==> config.mk <==
export PLATFORM = sky130hd
export DESIGN_NAME = alu_exec_unit
export DESIGN_NICKNAME = d
export VERILOG_FILES = /design/src/rtl/alu_exec_unit.sv
export SDC_FILE = /design/constraint.sdc
export NUM_CORES = 1
export LEC_CHECK = 0
export CORE_MARGIN = 5
export CORE_UTILIZATION = 30
export CTS_BUF_LIST = sky130_fd_sc_hd__clkbuf_4 sky130_fd_sc_hd__clkbuf_8
export CTS_CLUSTER_SIZE = 30
export DETAILED_ROUTE_END_ITERATION = 7
export SETUP_SLACK_MARGIN = 0.4
export SYNTH_ARGS = -nofsm -noshare
export SYNTH_HDL_FRONTEND = slang
export SYNTH_SLANG_ARGS = --single-unit
==> constraint.sdc <==
create_clock -name clk -period 11 [get_ports clk]
set_input_delay 2.2 -clock clk [delete_from_list [all_inputs] [get_ports clk]]
set_output_delay 2.2 -clock clk [all_outputs]
set_load 0.1 [all_outputs]
==> src/rtl/alu_exec_unit.sv <==
// Multi-cycle execute ALU: single-cycle logic/arith/shift ops, shift-add multiply, zero/parity flags.
// Optional macro ALU_ABORT_EN adds an abort input that cancels an in-flight multiply.
module alu_exec_unit #(
  parameter int DATA_WIDTH = 8,
  parameter int OP_WIDTH   = 4
) (
  input  logic                  clk,
  input  logic                  rst,
  input  logic                  start,
  input  logic [OP_WIDTH-1:0]   op,
  input  logic [DATA_WIDTH-1:0] a,
  input  logic [DATA_WIDTH-1:0] b,
`ifdef ALU_ABORT_EN
  input  logic                  abort,
`endif
  output logic                  busy,
  output logic                  done,
  output logic [DATA_WIDTH-1:0] result,
  output logic                  z_out,
  output logic                  p_out,
  output logic                  flag_we,
  output logic                  res_we,
  output logic                  illegal
);

  localparam int CNT_W = (DATA_WIDTH > 2) ? $clog2(DATA_WIDTH) : 1;

  localparam logic [OP_WIDTH-1:0] OP_ADD = OP_WIDTH'(0);
  localparam logic [OP_WIDTH-1:0] OP_SUB = OP_WIDTH'(1);
  localparam logic [OP_WIDTH-1:0] OP_AND = OP_WIDTH'(2);
  localparam logic [OP_WIDTH-1:0] OP_OR  = OP_WIDTH'(3);
  localparam logic [OP_WIDTH-1:0] OP_XOR = OP_WIDTH'(4);
  localparam logic [OP_WIDTH-1:0] OP_NOT = OP_WIDTH'(5);
  localparam logic [OP_WIDTH-1:0] OP_SHL = OP_WIDTH'(6);
  localparam logic [OP_WIDTH-1:0] OP_SHR = OP_WIDTH'(7);
  localparam logic [OP_WIDTH-1:0] OP_MUL = OP_WIDTH'(8);
  localparam logic [OP_WIDTH-1:0] OP_CMP = OP_WIDTH'(9);

  typedef enum logic [1:0] {IDLE, MUL, DONE} state_t;

  state_t                  state, state_nxt;
  logic [DATA_WIDTH-1:0]   m_r, b_r, acc, acc_nxt, calc_val;
  logic [CNT_W-1:0]        cnt;
  logic                    accept, mul_last, mul_finish, abort_w;

  function automatic logic [DATA_WIDTH-1:0] alu_calc(input logic [OP_WIDTH-1:0] f_op,
                                                     input logic [DATA_WIDTH-1:0] f_a,
                                                     input logic [DATA_WIDTH-1:0] f_b);
    alu_calc = '0;
    case (f_op)
      OP_ADD:         alu_calc = f_a + f_b;
      OP_SUB, OP_CMP: alu_calc = f_a - f_b;
      OP_AND:         alu_calc = f_a & f_b;
      OP_OR:          alu_calc = f_a | f_b;
      OP_XOR:         alu_calc = f_a ^ f_b;
      OP_NOT:         alu_calc = ~f_a;
      OP_SHL:         alu_calc = f_a << 1;
      OP_SHR:         alu_calc = f_a >> 1;
      default:        alu_calc = '0;
    endcase
  endfunction

  function automatic logic is_legal(input logic [OP_WIDTH-1:0] f_op);
    is_legal = (f_op <= OP_CMP);
  endfunction

  function automatic logic even_parity(input logic [DATA_WIDTH-1:0] v);
    even_parity = ~^v;
  endfunction

`ifdef ALU_ABORT_EN
  assign abort_w = abort;
`else
  assign abort_w = 1'b0;
`endif

  assign busy       = (state != IDLE);
  assign accept     = (state == IDLE) && start;
  assign calc_val   = alu_calc(op, a, b);
  assign acc_nxt    = acc + (b_r[0] ? m_r : '0);
  assign mul_last   = (cnt == CNT_W'(DATA_WIDTH - 1));
  assign mul_finish = (state == MUL) && mul_last && !abort_w;

  always_ff @(posedge clk) begin
    if (rst) state <= IDLE;
    else     state <= state_nxt;
  end

  always_comb begin
    state_nxt = state;
    case (state)
      IDLE: if (start) state_nxt = (op == OP_MUL) ? MUL : DONE;
      MUL: begin
        if (abort_w)       state_nxt = IDLE;
        else if (mul_last) state_nxt = DONE;
      end
      DONE:    state_nxt = IDLE;
      default: state_nxt = IDLE;
    endcase
  end

  // Operand capture / shift-add iteration (data only, no reset)
  always_ff @(posedge clk) begin
    if (accept) begin
      m_r <= a;
      b_r <= b;
      acc <= '0;
      cnt <= '0;
    end else if (state == MUL) begin
      acc <= acc_nxt;
      m_r <= m_r << 1;
      b_r <= b_r >> 1;
      cnt <= cnt + 1'b1;
    end
  end

  // Completion stage: result, flags and write-enable pulses
  always_ff @(posedge clk) begin
    if (rst) begin
      done    <= 1'b0;
      flag_we <= 1'b0;
      res_we  <= 1'b0;
      illegal <= 1'b0;
      result  <= '0;
      z_out   <= 1'b0;
      p_out   <= 1'b0;
    end else begin
      done    <= 1'b0;
      flag_we <= 1'b0;
      res_we  <= 1'b0;
      illegal <= 1'b0;
      if (accept && (op != OP_MUL)) begin
        done <= 1'b1;
        if (is_legal(op)) begin
          flag_we <= 1'b1;
          z_out   <= (calc_val == '0);
          p_out   <= even_parity(calc_val);
          if (op != OP_CMP) begin
            res_we <= 1'b1;
            result <= calc_val;
          end
        end else begin
          illegal <= 1'b1;
        end
      end else if (mul_finish) begin
        done    <= 1'b1;
        flag_we <= 1'b1;
        res_we  <= 1'b1;
        result  <= acc_nxt;
        z_out   <= (acc_nxt == '0);
        p_out   <= even_parity(acc_nxt);
      end
    end
  end

endmodule
# [Yosys cells after proc, flatten, opt, wreduce, memory -nomap -nowiden]
# Cells that the tools add are included.
# Widths: inputs -> output; s select.
[totals] wordCells=84 output_inout_bits=15 input_bits=23 ff_bits=43
[classes] order_cmp=1 reduce_logical=17 eq_ne=17 add_sub_neg=4 muxes=28 bitwise_logic=5
[ops] op="$mux 8" count=9
[ops] op="$pmux 8 s8" count=1
[ops] op="$add 8x8->8" count=2
[ops] op="$eq 4x3->1 const B" count=4
[ops] op="$logic_not 8->1" count=2
[ops] op="$reduce_xnor 8->1" count=2
[ops] op="$mux 1" count=14
[ops] op="$and 8x8->8" count=1
[ops] op="$eq 4x2->1 const B" count=2
[ops] op="$eq 4x4->1 const B" count=2
[ops] op="$ne 4x4->1 const B" count=2
[ops] op="$not 8->8" count=1
[ops] op="$or 8x8->8" count=1
[ops] op="$sub 8x8->8" count=1
[ops] op="$xor 8x8->8" count=1
[ops] op="$mux 2" count=3
[ops] op="$reduce_bool 2->1" count=3
[ops] op="$eq 4x1->1 const B" count=1
[ops] op="$le 4x4->1 const B" count=1
[ops] op="$logic_not 4->1" count=1
[ops] op="$ne 2x1->1 const B" count=2
[ops] op="$ne 2x2->1 const B" count=2
[ops] op="$pmux 2 s2" count=1
[ops] op="$reduce_and 2->1" count=2
[ops] op="other kinds (8)" count=11

# [Longest topological paths before layout]
[depth] ltp_word=6 depth_mapped=19 ltp_nobuf=18

# [Worst setup path before layout]
# Ideal clock, no wire load.
[synth_path] kind="input port to flip-flop" startpoint="in op[0]" endpoint="reg p_out" n_path_buf=1 setup_slack_ps=5675 setup_time_ps=67 required_ps=10933 arrival_ps=5258 path_stages=18 cell_sequence="buf_4 inv_2 nor3_2 mux2_2 inv_1 ha_1 nor2b_1 o31a_1 o21ai_1 or3b_1 a31oi_1 ha_1 xnor2_1 xnor2_1 nand2_1 a21oi_1 a21oi_1 nor2_1"
[synth_between] elab_chain_cells=6 elab_cells_between_ends=20 classes_between="1 x order compare; 10 x eq/ne; 3 x mux; 6 x reduce/logical"
[synth_rtl] element="from (decl)" line="10" rtl="input logic [OP_WIDTH-1:0] op,"
[synth_rtl] element="$eq 4x1->1 or $eq 4x4->1 (tied branches)" line="50" rtl="case (f_op)"
[synth_rtl] element="$reduce_or 2->1" line="50"
[synth_rtl] element="$pmux 8 s8" line="50"
[synth_rtl] element="$reduce_xnor 8->1" line="68" rtl="even_parity = ~^v;"
[synth_rtl] element="$mux 1" line="134" rtl="if (is_legal(op)) begin"
[synth_rtl] element="$mux 1" line="132" rtl="if (accept && (op != OP_MUL)) begin"
[synth_rtl] element="to (signal assigned)" line="137" rtl="p_out <= even_parity(calc_val);"
[synth_rtl] element="to (signal assigned)" line="151" rtl="p_out <= even_parity(acc_nxt);"
[synth_rtl] element="to (decl)" line="20" rtl="output logic p_out,"
# Parallel ways exist; a longest one is shown, timed or not. The select of a mux whose other input is x is not followed.
# A chain may end at the register's enable or synchronous reset.

# [Final worst setup path]
# Ends and elaborated chain as after synthesis.

==> flow_summary.json <==
{
  "status": "finished clean",
  "clk_pin_slew_ns": 0.09,
  "netlist_area_um2": 3370,
  "dpl_cell_area_um2": 3840,
  "worstRegToRegCells": 15,
  "r2r-end": "p_out",
  "grt_usage": 0.135,
  "async_flop_share": 0,
  "holdWs_ns": 0.465,
  "slowest_stage": "clkdlybuf4s50_1",
  "synth_edf_count": 16,
  "synth-seq-cells": 43,
  "yosysMostFrequentCell": "nand2_1",
  "preCtsSetupSlack_ns": 4.48,
  "layout_setup_ws_ns": 4.74,
  "dpl.hpwl_um": 6810,
  "synth.yosys.seq_area_share": 0.303,
  "crit_chain": "clkdlybuf4s50_1, inv_2, nor3_2, mux2_2, inv_1, ha_1, nor2b_1, o31a_1, o21ai_1, or3b_1, a31oi_1, ha_1, xnor2_1, xnor2_1, nand2_1, a21oi_1, a21oi_1, nor2_1",
  "antennaDiodeCount": 0,
  "slew_headroom": 0.195,
  "worst_hold_path_type": "flip-flop to flip-flop",
  "ys.flop_type": "dfxtp_1",
  "power_density_nw_per_um2": 114,
  "tightest_slew_ns": 1.21,
  "synthTopCellsByArea": "dfxtp_1 (16%), ha_1 (15%), edfxtp_1 (14%), nand2_1 (4.8%), o21ai_0 (4.8%)",
  "wirelength_um": 8650,
  "hp-start": "result[2]",
  "synth_area_per_cell_um2": 8.59,
  "tritoncts": "done",
  "hold_viol_final": 0,
  "drc": 0,
  "core_um2": 10900,
  "fin_crit_sh": 0.569,
  "synth_nets": 458,
  "firstDrtPassIters": 4,
  "cts-root-buf": "clkbuf_8",
  "arrival_ns": 6.50,
  "synth_top_cell_by_area": "dfxtp_1",
  "synth_mux_area_frac": 0.0572,
  "synth_top_family_by_area": "compound AO/OA/AOI/OAI gates",
  "routedWlPerCell_um": 15.4,
  "initial_utilization": 0.308,
  "clock-sinks": 43,
  "cp_top_family": "buffers and inverters",
  "antenna_found_initial": 0,
  "syn_to_final_growth_pct": 16.6,
  "grt_pass1_vias": 2849,
  "setup_tns_ns": 0,
  "layout-drive-gt1-share": 0.0450,
  "synthSimpleGateAreaFrac": 0.183,
  "synth_top_area_frac": 0.161,
  "die_x_um": 116,
  "finalSetupViolCount": 0,
  "ant_nets": 0,
  "r2r_start": "b_r[0]",
  "slowest_delay_ns": 0.82,
  "rsz0062_at_grt": "no",
  "maxSlewViolCount": 0,
  "maxCapViolations": 0,
  "synth_common_cells": "nand2_1 (43), ha_1 (41), o21ai_0 (32)",
  "cp.required_ns": 11.24,
  "cts_resized": 0,
  "crit_fanout": 17,
  "syn_inst": 392,
  "fp.dieH_um": 116,
  "hold_depth": 2,
  "clk_latency_ns": 0.30,
  "cts_setup_buffers": 0,
  "numPortBuffers": 37,
  "dr.first_iter.drc_count": 209,
  "path_class": "primary input to flip-flop",
  "p_leak_nw": 1.57,
  "r2r_setup_slack_ns": 7.62,
  "routabilityCongestion": 0.880,
  "fmax_mhz": 160,
  "ir_drop_mv": 0.0545,
  "die-area_um2": 13400,
  "crit_path_start_kind": "primary input",
  "nets": 487,
  "grt_pass1_wl_um": 14400,
  "dr_total_vias": 2915,
  "hold_buffers": 0,
  "cts_buffers": 5,
  "layout.cells.non_filler": 562,
  "fin_util": 0.359,
  "overflow": 0,
  "final_area_um2": 3920,
  "synth-xor-area-share": 0.0546,
  "finClkSkew_ns": 0.0107,
  "fin_crit_ns": 6.26,
  "via_per_inst": 5.19,
  "cp_num_buf_inv": 3,
  "holdPathEnd": "result[2]",
  "p_total_mw": 0.447,
  "pin_count": 38,
  "synth-compound-area-share": 0.184,
  "cts_max_path_buffers": 2,
  "place_inst": 554,
  "h-tree-depth": 2,
  "grt_max_degree": 44,
  "rows": 38,
  "synthDistinctLibCells": 54,
  "yosys_warnings": 0,
  "end_kind": "flip-flop",
  "synthAdderAreaFrac": 0.164
}
==> registers in the layout, summed over array words and instances, names as in the netlist, 2 cells and up <==
| name | count |
|---|---|
| acc | 8 |
| result | 8 |
| b_r | 8 |
| m_r | 8 |
| state | 2 |
| cnt | 3 |
==> final cells by class <==
class | instances | area, um2
clock buffer | 6 | 76.3
clock inverter | 2 | 11.3
fill | 1164 | 7010
inverter | 26 | 97.6
multi-input combinational | 307 | 2160
sequential | 43 | 1020
tap | 140 | 175
timing repair buffer | 38 | 378
==> cell usage in the layout (no fill, tap or decap), types with 3 or more instances in the layout <==
cell type and n:
o21ai_0 32, nand2_1 43, o211a_1 3, o22ai_1 3, o21ai_1 3, inv_1 25, a31oi_1 7, nand2b_1 7
nand3_1 13, ha_1 41, and2_1 9, nor2_1 30, clkdlybuf4s50_1 37, o21a_1 4, xnor2_1 18, a21oi_1 19
nand3b_1 3, mux2i_1 8, xor2_1 3, a211oi_1 5, mux4_2 3, dfxtp_1 27, a32oi_1 3, nor2b_1 7
edfxtp_1 16, clkbuf_8 5, o21bai_1 3, nor3_1 11
==> worst max path at each step <==
stage / start / endpoint / slack, ns / cells after the start
floorplan: op[0] / p_out / 5.67 / 18
global placement: op[0] / p_out / 4.56 / 18
detailed placement: op[0] / p_out / 4.48 / 18
CTS: op[0] / p_out / 4.79 / 18
global route: op[0] / p_out / 4.35 / 18
finish: op[0] / p_out / 4.74 / 18
==> worst reg2reg max path: cells and delay by family (launching register included) <==
kind / cells / cell delay, ns
AO/OA/AOI/OAI: 5 / 0.75
XOR/XNOR: 3 / 0.68
flip-flops: 1 / 0.49
adder cells (fa/ha/maj): 3 / 0.94
AND/OR/NAND/NOR: 4 / 0.47
==> report_power, final <==
group	internal (mW)	switching, mW
Sequential	0.176	0.00441
Combinational	0.0635	0.0999
Clock	0.0471	0.0561
Total	0.287	0.160
==> routing by layer <==
metal,up-vias,global-route usage,share of wire
met3,10,0.0188,0.039
met5,-,0,0
met2,69,0.222,0.48
met4,0,0.0387,0.013
li1,1454,-,-
met1,1382,0.184,0.47
==> kinds of logic after synthesis <==
| logic type | count (synthesis) |
|---|---|
| fa+ha+maj | 43 |
| compound gates | 98 |
| xor+xnor | 21 |
| buf+inv | 42 |
| flops | 43 |
| mux | 15 |
| simple gates | 130 |
Power figures use the tool's default switching activity.
